**config.mk**
```make
export PLATFORM = sky130hd
export DESIGN_NAME = dtu_cred_arb
export DESIGN_NICKNAME = d
export VERILOG_FILES = /design/src/rtl/dtu_cred_arb.sv
export SDC_FILE = /design/constraint.sdc
export NUM_CORES = 1
export LEC_CHECK = 0
export BUFFER_PORTS_ARGS = -buffer_cell sky130_fd_sc_hd__buf_2
export CAP_MARGIN = 20
export CELL_PAD_IN_SITES_DETAIL_PLACEMENT = 1
export CELL_PAD_IN_SITES_GLOBAL_PLACEMENT = 1
export CORE_AREA = 2 2 527 529
export CTS_CLUSTER_DIAMETER = 120
export DETAILED_ROUTE_END_ITERATION = 10
export DIE_AREA = 0 0 529 531
export PLACE_DENSITY_LB_ADDON = 0.1
export SYNTH_ARGS = -nofsm -noshare
export SYNTH_HDL_FRONTEND = slang
export SYNTH_SLANG_ARGS = --single-unit
export TNS_END_PERCENT = 10
```
**constraint.sdc**
```tcl
create_clock -name aclk -period 5.2 [get_ports aclk]
set_input_delay 0.52 -clock aclk [delete_from_list [all_inputs] [get_ports aclk]]
set_output_delay 0.52 -clock aclk [all_outputs]
set_load 0.02 [all_outputs]
```
**src/rtl/dtu_cred_arb.sv**
```systemverilog
// N-channel round-robin request arbiter gated by route capability and a shared
// beat-credit pool; credits are refunded as beats leave on the AXI4S return path.
module dtu_cred_arb #(
  parameter int N_CH       = 4,
  parameter int LEN_BITS   = 28,
  parameter int DATA_BITS  = 512,
  parameter int CRED_BEATS = 64,
  parameter int PID_BITS   = 6,
  localparam int CH_BITS   = (N_CH > 1) ? $clog2(N_CH) : 1,
  localparam int CRED_W    = $clog2(CRED_BEATS + 1)
) (
  input  logic                     aclk,
  input  logic                     aresetn,
  input  logic [N_CH-1:0]          host_route_cap,
  input  logic                     flush,
  input  logic [N_CH-1:0]          s_req_valid,
  output logic [N_CH-1:0]          s_req_ready,
  input  logic [N_CH*LEN_BITS-1:0] s_req_len,
  output logic                     m_req_valid,
  input  logic                     m_req_ready,
  output logic [CH_BITS-1:0]       m_req_chan,
  output logic [LEN_BITS-1:0]      m_req_len,
  input  logic                     s_axis_tvalid,
  output logic                     s_axis_tready,
  input  logic [DATA_BITS-1:0]     s_axis_tdata,
  input  logic [DATA_BITS/8-1:0]   s_axis_tkeep,
  input  logic                     s_axis_tlast,
  input  logic [PID_BITS-1:0]      s_axis_tid,
  output logic                     m_axis_tvalid,
  input  logic                     m_axis_tready,
  output logic [DATA_BITS-1:0]     m_axis_tdata,
  output logic [DATA_BITS/8-1:0]   m_axis_tkeep,
  output logic                     m_axis_tlast,
  output logic [PID_BITS-1:0]      m_axis_tid,
  output logic [CRED_W-1:0]        cred_avail,
  output logic [15:0]              err_drop_cnt,
  output logic                     err_cred_ovf
);

  // Handshakes: a transfer happens on a rising aclk edge where valid && ready.
  // s_req_ready is combinational and one-hot, high only for the granted channel;
  // m_req holds its payload while m_req_valid && !m_req_ready.

  localparam int BEAT_BYTES = DATA_BITS / 8;
  localparam logic [LEN_BITS:0]   BB_L     = (LEN_BITS+1)'(BEAT_BYTES);
  localparam logic [LEN_BITS:0]   BB_M1_L  = (LEN_BITS+1)'(BEAT_BYTES - 1);
  localparam logic [LEN_BITS:0]   CRED_L   = (LEN_BITS+1)'(CRED_BEATS);
  localparam logic [CRED_W:0]     CRED_C   = (CRED_W+1)'(CRED_BEATS);
  localparam logic [CH_BITS-1:0]  LAST_CH  = CH_BITS'(N_CH - 1);

  logic [CRED_W-1:0]   cred_q, cred_d;
  logic [CH_BITS-1:0]  rr_q, rr_d;
  logic [15:0]         drop_q, drop_d;
  logic                ovf_q, ovf_d;
  logic                mv_q, mv_d;
  logic [CH_BITS-1:0]  chan_q, chan_d;
  logic [LEN_BITS-1:0] len_q, len_d;

  logic [LEN_BITS-1:0] len_a   [N_CH];
  logic [LEN_BITS:0]   beats_a [N_CH];
  logic [N_CH-1:0]     bad, ok;
  logic [LEN_BITS:0]   cred_ext;
  logic                slot, gnt_found, gnt_bad, grant_ok, ret;
  logic [CH_BITS-1:0]  gnt_idx, idx;
  logic [CRED_W:0]     gnt_cost, cred_sum;

  assign cred_ext = (LEN_BITS+1)'(cred_q);
  assign slot     = aresetn && !flush && (!mv_q || m_req_ready);
  assign ret      = s_axis_tvalid && m_axis_tready;

  // Channel classification: BAD requests are swallowed, OK ones fit the pool now.
  always_comb begin
    for (int i = 0; i < N_CH; i++) begin
      len_a[i]   = s_req_len[i*LEN_BITS +: LEN_BITS];
      beats_a[i] = ({1'b0, len_a[i]} + BB_M1_L) / BB_L;
      bad[i]     = !host_route_cap[i] || (len_a[i] == '0) || (beats_a[i] > CRED_L);
      ok[i]      = !bad[i] && (beats_a[i] <= cred_ext);
    end
  end

  always_comb begin
    gnt_found = 1'b0;
    gnt_idx   = '0;
    gnt_bad   = 1'b0;
    idx       = '0;
    for (int k = 0; k < N_CH; k++) begin
      idx = CH_BITS'((int'(rr_q) + k) % N_CH);
      if (!gnt_found && s_req_valid[idx] && (ok[idx] || bad[idx])) begin
        gnt_found = 1'b1;
        gnt_idx   = idx;
        gnt_bad   = bad[idx];
      end
    end
    if (!slot) gnt_found = 1'b0;
    s_req_ready = '0;
    if (gnt_found) s_req_ready[gnt_idx] = 1'b1;
  end

  assign grant_ok = gnt_found && !gnt_bad;
  assign gnt_cost = grant_ok ? (CRED_W+1)'(beats_a[gnt_idx]) : '0;
  assign cred_sum = {1'b0, cred_q} - gnt_cost + {{CRED_W{1'b0}}, ret};

  always_comb begin
    cred_d = cred_q;
    ovf_d  = ovf_q;
    rr_d   = rr_q;
    drop_d = drop_q;
    mv_d   = mv_q;
    chan_d = chan_q;
    len_d  = len_q;
    // A grant never overdraws, so only a surplus return can exceed the pool.
    if (cred_sum > CRED_C) begin
      cred_d = CRED_W'(CRED_BEATS);
      ovf_d  = 1'b1;
    end else begin
      cred_d = cred_sum[CRED_W-1:0];
    end
    if (mv_q && m_req_ready) mv_d = 1'b0;
    if (gnt_found) begin
      rr_d = (gnt_idx == LAST_CH) ? '0 : gnt_idx + 1'b1;
      if (gnt_bad) begin
        if (drop_q != 16'hFFFF) drop_d = drop_q + 16'd1;
      end else begin
        mv_d   = 1'b1;
        chan_d = gnt_idx;
        len_d  = len_a[gnt_idx];
      end
    end
  end

  always_ff @(posedge aclk or negedge aresetn) begin
    if (!aresetn) begin
      cred_q <= CRED_W'(CRED_BEATS);
      ovf_q  <= 1'b0;
      rr_q   <= '0;
      drop_q <= '0;
      mv_q   <= 1'b0;
      chan_q <= '0;
      len_q  <= '0;
    end else begin
      cred_q <= cred_d;
      ovf_q  <= ovf_d;
      rr_q   <= rr_d;
      drop_q <= drop_d;
      mv_q   <= mv_d;
      chan_q <= chan_d;
      len_q  <= len_d;
    end
  end

  assign m_req_valid   = mv_q;
  assign m_req_chan    = chan_q;
  assign m_req_len     = len_q;
  assign cred_avail    = cred_q;
  assign err_drop_cnt  = drop_q;
  assign err_cred_ovf  = ovf_q;

  assign m_axis_tvalid = s_axis_tvalid;
  assign m_axis_tdata  = s_axis_tdata;
  assign m_axis_tkeep  = s_axis_tkeep;
  assign m_axis_tlast  = s_axis_tlast;
  assign m_axis_tid    = s_axis_tid;
  assign s_axis_tready = m_axis_tready;

endmodule
```
==> results.sh <==
export IMPL_wl_per_cell_um=23.80
export IMPL_synth_top_cell_area_share_pct=37.41
export IMPL_drtPass1Iterations=6
export IMPL_ys_flop_type="dfrtp_1"
export IMPL_worst_path_max_fanout=5
export IMPL_clock_path_buffers=2
export IMPL_design_area_um2=17260
export IMPL_cts_tree="done"
export IMPL_cellPowerDensity_nw_per_um2=388.6
export IMPL_period_share_pct=121.4
export IMPL_viasPerCell=2.137
export IMPL_setup_viol=12
export IMPL_end_kind="flop"
export IMPL_dp_hpwl_mm=112.5
export IMPL_finalCriticalPeriod_ns=6.315
export IMPL_synth_nets=2264
export IMPL_seq_area_frac_synth_pct=12.12
export IMPL_syn_instance_count=1507
export IMPL_startpoint="s_req_len[30]"
export IMPL_criticalPathCategory="primary input to flop"
export IMPL_fin_tns_setup_ns=-9.021
export IMPL_ir_drop_v=0.0002515
export IMPL_failed_checks="negative setup slack"
export IMPL_rsz0062_at_grt="yes"
export IMPL_antenna_found_initial=59
export IMPL_numCtsBuffers=9
export IMPL_ys_warnings_count=0
export IMPL_place_area_um2=15880
export IMPL_insertion_delay_ns=0.42
export IMPL_status="complete, but fails checks"
export IMPL_io_pins=1353
export IMPL_grt_max_degree=50
export IMPL_cp_required_ns=5.49
export IMPL_fill_cells=32860
export IMPL_fin_nets=2269
export IMPL_leakage_nw=6.225
export IMPL_synth_avg_cell_area_um2=7.817
export IMPL_grt_pass1_wl_mm=148.9
export IMPL_synth_edf_count=0
export IMPL_slew_headroom_pct=39.55
export IMPL_cp_data_arrival_time_ns=6.60
export IMPL_max_stage_delay_ns=0.57
export IMPL_die_w_um=529
export IMPL_syn_area_um2=11780
export IMPL_ys_seq_elements=57
export IMPL_cts_root_buf="clkbuf_16"
export IMPL_r2r_start="cred_avail[3]"
export IMPL_synthArstFlopShare_pct=100.0
export IMPL_timing_final_ws_setup_ns=-1.115
export IMPL_drt_iter0_markers=286
export IMPL_path_clk_slew_ns=0.06
export IMPL_start_kind="primary input"
export IMPL_drcViolationCount=0
export IMPL_final_max_slew_viol_count=0
export IMPL_gr_total_overflow=0
export IMPL_skew_ns=0.02009
export IMPL_final_core_util_pct=6.270
export IMPL_synthTopCellsByArea="buf_4 37%, dfrtp_1 12%, ha_1 5.0%"
export IMPL_die_area_um2=280900
export IMPL_layout_commonest_cell="buf_4"
export IMPL_clock_sinks=57
export IMPL_vias=10970
export IMPL_cp_common_cell="buf_4"
export IMPL_grt_total_usage_pct=8.378
export IMPL_drtAntennaViolNets=0
export IMPL_row_count=193
export IMPL_pre_cts_slack_ns=-2.566
export IMPL_drv_cap=0
export IMPL_slowest_stage="or4_4"
export IMPL_layout_common_cells="423 x buf_4, 177 x buf_2, 63 x nand2_1"
export IMPL_hold_violations=0
export IMPL_portBuffers=186
export IMPL_totalPowerFinal_mw=6.708
export IMPL_synth_top_area_cell="buf_4"
export IMPL_htreeDepth=3
export IMPL_fmax_mhz=158.4
export IMPL_min_path_type="primary input to flop"
export IMPL_grt_pass1_vias=12020
export IMPL_synthDistinctLibCells=89
export IMPL_coreArea_um2=275300
export IMPL_tightest_slew_ns=0.9068
export IMPL_hold_path_startpoint="m_req_ready"
export IMPL_initial_core_util_pct=4.279
export IMPL_routabilityCongestion=0.6762
export IMPL_syn_to_final_growth_pct=46.53
export IMPL_routed_wl_mm=122.2
export IMPL_dieHeight_um=531
export IMPL_drive_above_1_share_pct=53.59
## worst max-delay path, delay by kind of cell
family / cells / cell delay [ns]
fa+ha+maj: 4 / 1.02
compound gates: 13 / 2.11
mux: 1 / 0.09
simple gates: 6 / 1.35
xor+xnor: 2 / 0.43
buf+inv: 9 / 1.06
## Yosys cell counts, drive strengths merged, types with 14 or more instances
master and n:
a21oi 19, nor3 48, and4 15, a211oi 21, nor2 68, o21ai 21
buf 598, and2 27, inv 32, xnor2 33, nand4 36, dfrtp 56
mux2 25, clkbuf 34, nand3 47, a211o 20, o32ai 14, ha 47
mux2i 43, nor4 42, xor2 27, nand2 69, or2 19
## routing by layer
metal	GRT usage [%]	part of all wire [%]	up-vias
met5	0	0.19	-
met4	3.162	4.0	38
met3	7.555	20	354
met2	15.19	51	827
met1	6.041	25	5023
li1	-	-	4727
## cell families after synthesis
family | count (synthesis) | synth area share (%)
mux | 68 | 6.139
buf+inv | 666 | 40.14
flops | 57 | 12.12
fa+ha+maj | 48 | 5.162
simple gates | 416 | 19.09
compound gates | 192 | 12.89
xor+xnor | 60 | 4.461
## through the flow
step | hold WS [ns] | instances
finish | 0.4049 | 5134
global route | 0.4011 | 5125
CTS | 0.3671 | 5115
detailed placement | 0.3790 | 5078
global placement | 0.3783 | 5077
floorplan | 0.2244 | 1507
## state kept, by name, indices dropped and copies added, names as in the netlist
name,flops
m_req_len,28
err_drop_cnt,16
cred_avail,7
m_req_chan,2
rr_q,2
err_cred_ovf,1
m_req_valid,1
## path summary, 6_finish.rpt
check	end	slack, ns	depth (start not counted)
max in group asynchronous	cred_avail[4]	3.57	3
max reg2reg	err_cred_ovf	-0.73	28
min	m_req_valid	0.40	3
min reg2reg	m_req_len[19]	0.48	1
max	cred_avail[3]	-1.12	35
min in group asynchronous	m_req_len[20]	0.50	2
## what timing repair did
action	CTS	global route
hold buffers	1	0
buffers inserted	22	10
gates resized for setup	104	52
hold endpoints to repair	8	0
setup endpoints to repair	61	28
pin swaps	49	38
## power breakdown
group	internal, mW	switching (mW)
registers	0.557	0.0900
clock network	0.390	0.311
logic	2.48	2.88
total	3.43	3.28
## layout make-up
class / count / area (um^2) / share of cell area, %
antenna: 10 / 25.02 / 0.1450
clock buffer: 10 / 239.0 / 1.384
clock inverter: 6 / 72.57 / 0.4204
inverter: 34 / 135.1 / 0.7828
multi-input combinational: 784 / 6411 / 37.14
sequential: 57 / 1428 / 8.270
tap: 3607 / 4513 / 26.15
timing repair buffer: 626 / 4438 / 25.71
Power figures use the tool's default switching activity.
